$ cat config.mk
export PLATFORM = sky130hd
export DESIGN_NAME = mips_regfile_dbg
export DESIGN_NICKNAME = d
export VERILOG_FILES = /design/src/rtl/mips_regfile_dbg.sv
export SDC_FILE = /design/constraint.sdc
export NUM_CORES = 2
export LEC_CHECK = 0
export BUFFER_PORTS_ARGS = -buffer_cell sky130_fd_sc_hd__buf_2
export CORE_UTILIZATION = 35
export DETAILED_ROUTE_END_ITERATION = 8
export GPL_ROUTABILITY_DRIVEN = 1
export SYNTH_ARGS = -nofsm -noshare
export SYNTH_HDL_FRONTEND = slang
export SYNTH_SLANG_ARGS = --single-unit
$ cat constraint.sdc
create_clock -name i_clk -period 2.6 [get_ports i_clk]
set_input_delay 0.52 -clock i_clk [delete_from_list [all_inputs] [get_ports i_clk]]
set_output_delay 0.52 -clock i_clk [all_outputs]
set_load 0.02 [all_outputs]
$ cat src/rtl/mips_regfile_dbg.sv
// MIPS general-purpose register file: two registered read ports, one write port with write-first
// bypass, hardwired $zero, plus a valid/ready debug port that streams every register in order.
module mips_regfile_dbg #(
  parameter int unsigned N_BITS    = 32,
  parameter int unsigned N_REGS    = 32,
  parameter int unsigned ADDR_BITS = $clog2(N_REGS)
) (
  input  logic                 i_clk,
  input  logic                 i_reset,
  input  logic                 i_valid,
  input  logic [ADDR_BITS-1:0] i_read_reg_1,
  input  logic [ADDR_BITS-1:0] i_read_reg_2,
  input  logic [ADDR_BITS-1:0] i_write_reg,
  input  logic [N_BITS-1:0]    i_write_data,
  input  logic                 i_reg_write,
  input  logic                 i_dump_start,
  input  logic                 i_dump_ready,
  output logic [N_BITS-1:0]    o_read_data_1,
  output logic [N_BITS-1:0]    o_read_data_2,
  output logic                 o_dump_valid,
  output logic [ADDR_BITS-1:0] o_dump_addr,
  output logic [N_BITS-1:0]    o_dump_data,
  output logic                 o_dump_busy,
  output logic                 o_dump_done
);

  typedef enum logic [1:0] {StIdle, StSend, StDone} dump_state_e;

  dump_state_e          state_q, state_d;
  logic [N_BITS-1:0]    regs_q [N_REGS];
  logic [N_BITS-1:0]    rd_data_1_q, rd_data_2_q;
  logic [N_BITS-1:0]    dump_data_q, dump_data_d;
  logic [ADDR_BITS-1:0] dump_addr_q, dump_addr_d;
  logic [ADDR_BITS-1:0] dump_next_addr;
  logic [N_BITS-1:0]    rd_val_1, rd_val_2, dump_next_val;
  logic                 wr_en, dump_accept, dump_last;

  // True for addresses backed by real storage; $zero and out-of-range addresses read as 0.
  function automatic logic addr_live(input logic [ADDR_BITS-1:0] a);
    return (a != '0) && (32'(a) < N_REGS);
  endfunction

  assign wr_en          = i_valid && i_reg_write && addr_live(i_write_reg);
  assign dump_next_addr = dump_addr_q + ADDR_BITS'(1);
  assign dump_accept    = (state_q == StSend) && i_dump_ready;
  assign dump_last      = (32'(dump_addr_q) == N_REGS - 1);

  // Write-first: a same-cycle write to the looked-up register wins over the stored value.
  always_comb begin
    rd_val_1      = '0;
    rd_val_2      = '0;
    dump_next_val = '0;
    if (addr_live(i_read_reg_1)) begin
      rd_val_1 = (wr_en && i_write_reg == i_read_reg_1) ? i_write_data : regs_q[i_read_reg_1];
    end
    if (addr_live(i_read_reg_2)) begin
      rd_val_2 = (wr_en && i_write_reg == i_read_reg_2) ? i_write_data : regs_q[i_read_reg_2];
    end
    if (addr_live(dump_next_addr)) begin
      dump_next_val = (wr_en && i_write_reg == dump_next_addr) ? i_write_data
                                                               : regs_q[dump_next_addr];
    end
  end

  always_ff @(posedge i_clk) begin
    if (i_reset) begin
      for (int i = 0; i < int'(N_REGS); i++) begin
        regs_q[i] <= '0;
      end
    end else if (wr_en) begin
      regs_q[i_write_reg] <= i_write_data;
    end
  end

  always_ff @(posedge i_clk) begin
    if (i_reset) begin
      rd_data_1_q <= '0;
      rd_data_2_q <= '0;
    end else if (i_valid) begin
      rd_data_1_q <= rd_val_1;
      rd_data_2_q <= rd_val_2;
    end
  end

  always_ff @(posedge i_clk) begin
    if (i_reset) begin
      state_q     <= StIdle;
      dump_addr_q <= '0;
      dump_data_q <= '0;
    end else begin
      state_q     <= state_d;
      dump_addr_q <= dump_addr_d;
      dump_data_q <= dump_data_d;
    end
  end

  // Address/data only move on an accepted beat, so a stalled beat is held stable.
  always_comb begin
    state_d     = state_q;
    dump_addr_d = dump_addr_q;
    dump_data_d = dump_data_q;
    unique case (state_q)
      StIdle: begin
        if (i_dump_start) begin
          state_d     = StSend;
          dump_addr_d = '0;
          dump_data_d = '0;
        end
      end
      StSend: begin
        if (dump_accept) begin
          if (dump_last) begin
            state_d = StDone;
          end else begin
            dump_addr_d = dump_next_addr;
            dump_data_d = dump_next_val;
          end
        end
      end
      StDone:  state_d = StIdle;
      default: state_d = StIdle;
    endcase
  end

  assign o_read_data_1 = rd_data_1_q;
  assign o_read_data_2 = rd_data_2_q;
  assign o_dump_valid  = (state_q == StSend);
  assign o_dump_addr   = dump_addr_q;
  assign o_dump_data   = dump_data_q;
  assign o_dump_busy   = (state_q != StIdle);
  assign o_dump_done   = (state_q == StDone);

endmodule

==> impl_metrics.tcl <==
set metrics [dict create \
    setup_slack_ns -0.158 \
    fmax_mhz 363 \
    timing.rr.end "o_dump_data[4]" \
    synth-adder-area-share_pct 0.0572 \
    synth_top_family_by_area "multiplexers" \
    post-dp-hpwl_mm 172 \
    yosysUniqueCellTypes 49 \
    finalNetCount 4945 \
    drtIter0Drc 7901 \
    dp_slack_ns -0.488 \
    place_congestion 1.05 \
    ir_worst_vdd_v 0.000510 \
    h-tree-depth 3 \
    synth_edf_count 1024 \
    antenna_found_initial 10 \
    fp.dieW_um 435 \
    grt_max_degree 121 \
    antenna_left 0 \
    hold_ws_ns 0.0385 \
    critPathKind "flip-flop to flip-flop" \
    vias_per_cell 6.63 \
    crit_family "buffers and inverters" \
    area_growth_pct 20.5 \
    required_ns 3.20 \
    routedWlPerCell_um 34.7 \
    numClockSinks 1127 \
    synth_cells 4574 \
    drive_gt1_share_pct 39.2 \
    tightest_slew_ns 0.972 \
    finalHoldViolCount 0 \
    violations "design-rule violations, negative setup slack" \
    arrival_ns 3.36 \
    ys_ff_latch 1127 \
    powerDensity_nw_per_um2 590 \
    syn_area_um2 65600 \
    finalPower_uw 46600 \
    whs_endpoint "o_read_data_2[2]" \
    hp-start "i_write_data[2]" \
    r2r_slack_ns -0.16 \
    vias 49700 \
    crit_slowest_cell "mux4_2" \
    crit_top_cell "buf_12" \
    ys_warn_count 0 \
    yosys.area_share.simple_pct 11.3 \
    post_synth_mux_area_share_pct 30.7 \
    max_stage_delay_ns 0.50 \
    syn_area_per_cell_um2 14.3 \
    cts_tree "done" \
    fin_crit_sh_pct 106 \
    ys_seq_area_share_pct 50.0 \
    port_buffers 156 \
    path_buf_inv 5 \
    clk_pin_slew_ns 0.06 \
    drt_pass1_iterations 9 \
    finalCriticalPeriod_ns 2.76 \
    fp.dieH_um 435 \
    drcViolationCount 11 \
    cp_max_fo 6 \
    crit_path_start_kind "flip-flop" \
    grt_overflow_total 0 \
    cts_made_buffers 116 \
    initial_utilization_pct 35.3 \
    utilization_pct 42.5 \
    synth_compound_area_share_pct 3.53 \
    grt_pass1_wl_mm 366 \
    slew_violations 0 \
    cp_cell_sequence "ha_4, buf_12, buf_12, buf_6, buf_16, mux4_2, mux2i_1, buf_4, nor3_2, nor4_2, a211oi_1" \
    clock_tree.root_cell "clkbuf_16" \
    maxCapViolations 0 \
    insertion_delay_ns 0.76 \
    grt_setup_unrepaired "yes" \
    leakage_uw 0.0251 \
    dieArea_um2 189000 \
    grt_pass1_vias 48000 \
    grtUsageTotal_pct 26.7 \
    num_io_pins 157 \
    synth_xor_area_share_pct 0.284 \
    reg2regPathDepth 11 \
    hold_class "primary input to flip-flop" \
    yosys_most_used_dff "edfxtp_1" \
    coreArea_um2 186000 \
    row_count 158 \
    async_flop_share_pct 0 \
    status "complete, but fails checks" \
    r2r-start "o_dump_addr[0]" \
    wl_mm 260 \
    slew_headroom_pct 35.0 \
    cts.path.max_buffers 3 \
    min_path_cells 3 \
    fin_skew_ns 0.0222 \
    critical_path.endpoint_type "flip-flop" \
    finalSetupViolations 29 \
]
[per-layer routing]
| metal | wire (um) | up-vias | global-route usage (%) |
|---|---|---|---|
| li1 | - | 19500 | - |
| met1 | 90100 | 25600 | 33.6 |
| met2 | 120000 | 3850 | 41.2 |
| met3 | 29900 | 739 | 5.84 |
| met4 | 19900 | 6 | 18.0 |
| met5 | 34 | - | 0 |
[state kept, by name, summed over array words and instances, names as in the netlist]
name / flops
o_dump_data: 32
o_dump_addr: 5
regs_q: 1024
state_q: 2
o_read_data_2: 32
o_read_data_1: 32
[worst reg2reg max path, cell delays in order, from the launching register on]
cell	delay, ns
dfxtp_4	0.36
ha_4	0.31
buf_12	0.18
buf_12	0.16
buf_6	0.12
buf_16	0.14
mux4_2	0.51
mux2i_1	0.14
buf_4	0.15
nor3_2	0.04
nor4_2	0.38
a211oi_1	0.13
[where the power goes]
part / internal (uW) / switching (uW) / leakage (uW) / total, uW
Combinational: 3770 / 4400 / 0.0127 / 8170
Sequential: 20800 / 947 / 0.0106 / 21700
Clock: 9170 / 7560 / 0.00180 / 16700
Total: 33700 / 12900 / 0.0251 / 46600
[logic make-up (layout without fill, tap and decap cells)]
logic type                 after synthesis  after routing
muxes                                  968            968
buffers and inverters                  660           1043
other                                    1             56
xor gates and xnor gates                18             18
and+or+nand+nor                       1489           1489
AOI/OAI and AO/OA                      308            308
DFF                                   1127           1127
adders and majority gates                3              3
[what timing repair did]
action | in CTS | in global routing
cloned | 6 | 3
buffers inserted | 44 | 39
hold buffers | 4 | 0
hold endpoints to repair | 4 | 0
endpoints found under the setup margin | 31 | 32
pin swaps | 30 | 34
gates resized for setup | 73 | 71
[per-stage QoR]
| stage | cell area, um^2 | std cells | setup TNS [ns] |
|---|---|---|---|
| 6_report | 79000 | 7492 | -2.12 |
| 5_1_grt | 79000 | 7491 | -3.76 |
| 4_1_cts | 78300 | 7429 | -1.53 |
| 3_5_place_dp | 73600 | 7159 | -48.21 |
| 3_3_place_gp | 73600 | 7159 | -44.70 |
| 2_1_floorplan | 65700 | 4605 | 0 |
[cell usage after synthesis, drive strengths merged (2+ instances only)]
library cell  number  share of area [%]
a311oi             4              0.053
clkbuf           460                2.6
or4                2              0.023
nand3              5              0.038
a222oi            62               0.95
a21oi             61               0.47
and4b              2              0.031
a21o               2              0.023
mux4             832                 29
buf              165                1.2
xor2              13               0.17
and2              61               0.58
inv               34               0.19
a31o               2              0.027
nand3b             7              0.080
nor2b              7              0.067
nor3            1063                8.1
a211oi            33               0.39
edfxtp          1024                 47
o21ai              7              0.059
xnor2              3              0.040
dfxtp            103                3.1
nand4             31               0.30
mux2i            104                1.6
or3b               2              0.027
or2               32               0.31
a22oi            136                1.6
nand2            189                1.1
nor2              48               0.27
and3               3              0.029
mux2              32               0.55
ha                 3              0.057
nor4              32               0.31
[worst max path at each step]
stage                    from               to  depth (start not counted)  slack [ns]
2_1_floorplan  i_write_reg[4]     regs_q[8][0]                          7        0.04
3_3_place_gp   o_dump_addr[0]  o_dump_data[15]                          8       -0.56
3_5_place_dp   o_dump_addr[0]  o_dump_data[15]                          8       -0.49
4_1_cts        o_dump_addr[0]   o_dump_data[1]                         11       -0.12
5_1_grt        o_dump_addr[0]  o_dump_data[11]                         11       -0.19
6_report       o_dump_addr[0]   o_dump_data[4]                         11       -0.16
[cells in the final DEF (no fill, tap or decap), types with 8 or more instances in the layout]
master and count:
nor4_1 15, nand4_1 31, nor4_2 11, clkbuf_16 121
clkinv_2 25, or2_2 32, dfxtp_1 101, clkbuf_1 22
buf_8 12, nor3_1 1046, mux2i_1 80, a222oi_1 62
buf_2 149, nor2_1 44, edfxtp_1 1024, and2_1 59
clkinv_1 26, a21oi_1 58, buf_6 19, xor2_1 12
a211oi_1 31, buf_4 414, mux2i_4 9, buf_16 12
bufinv_16 8, nand2_1 188, diode_2 24, buf_12 178
inv_1 34, conb_1 32, mux4_2 832, mux2_2 30
mux2i_2 15, nor3_2 15, a22oi_1 136
[layout make-up]
class | count | area [um^2]
clock inverters | 75 | 611
clock buffers | 142 | 3070
fillers | 16700 | 107000
inverters | 35 | 131
multi-input cells | 2818 | 31000
flip-flops and latches | 1127 | 32800
well taps | 2480 | 3100
diodes | 24 | 60.1
repair buffers | 791 | 8260
No activity file was read; power rests on OpenSTA's default activity.
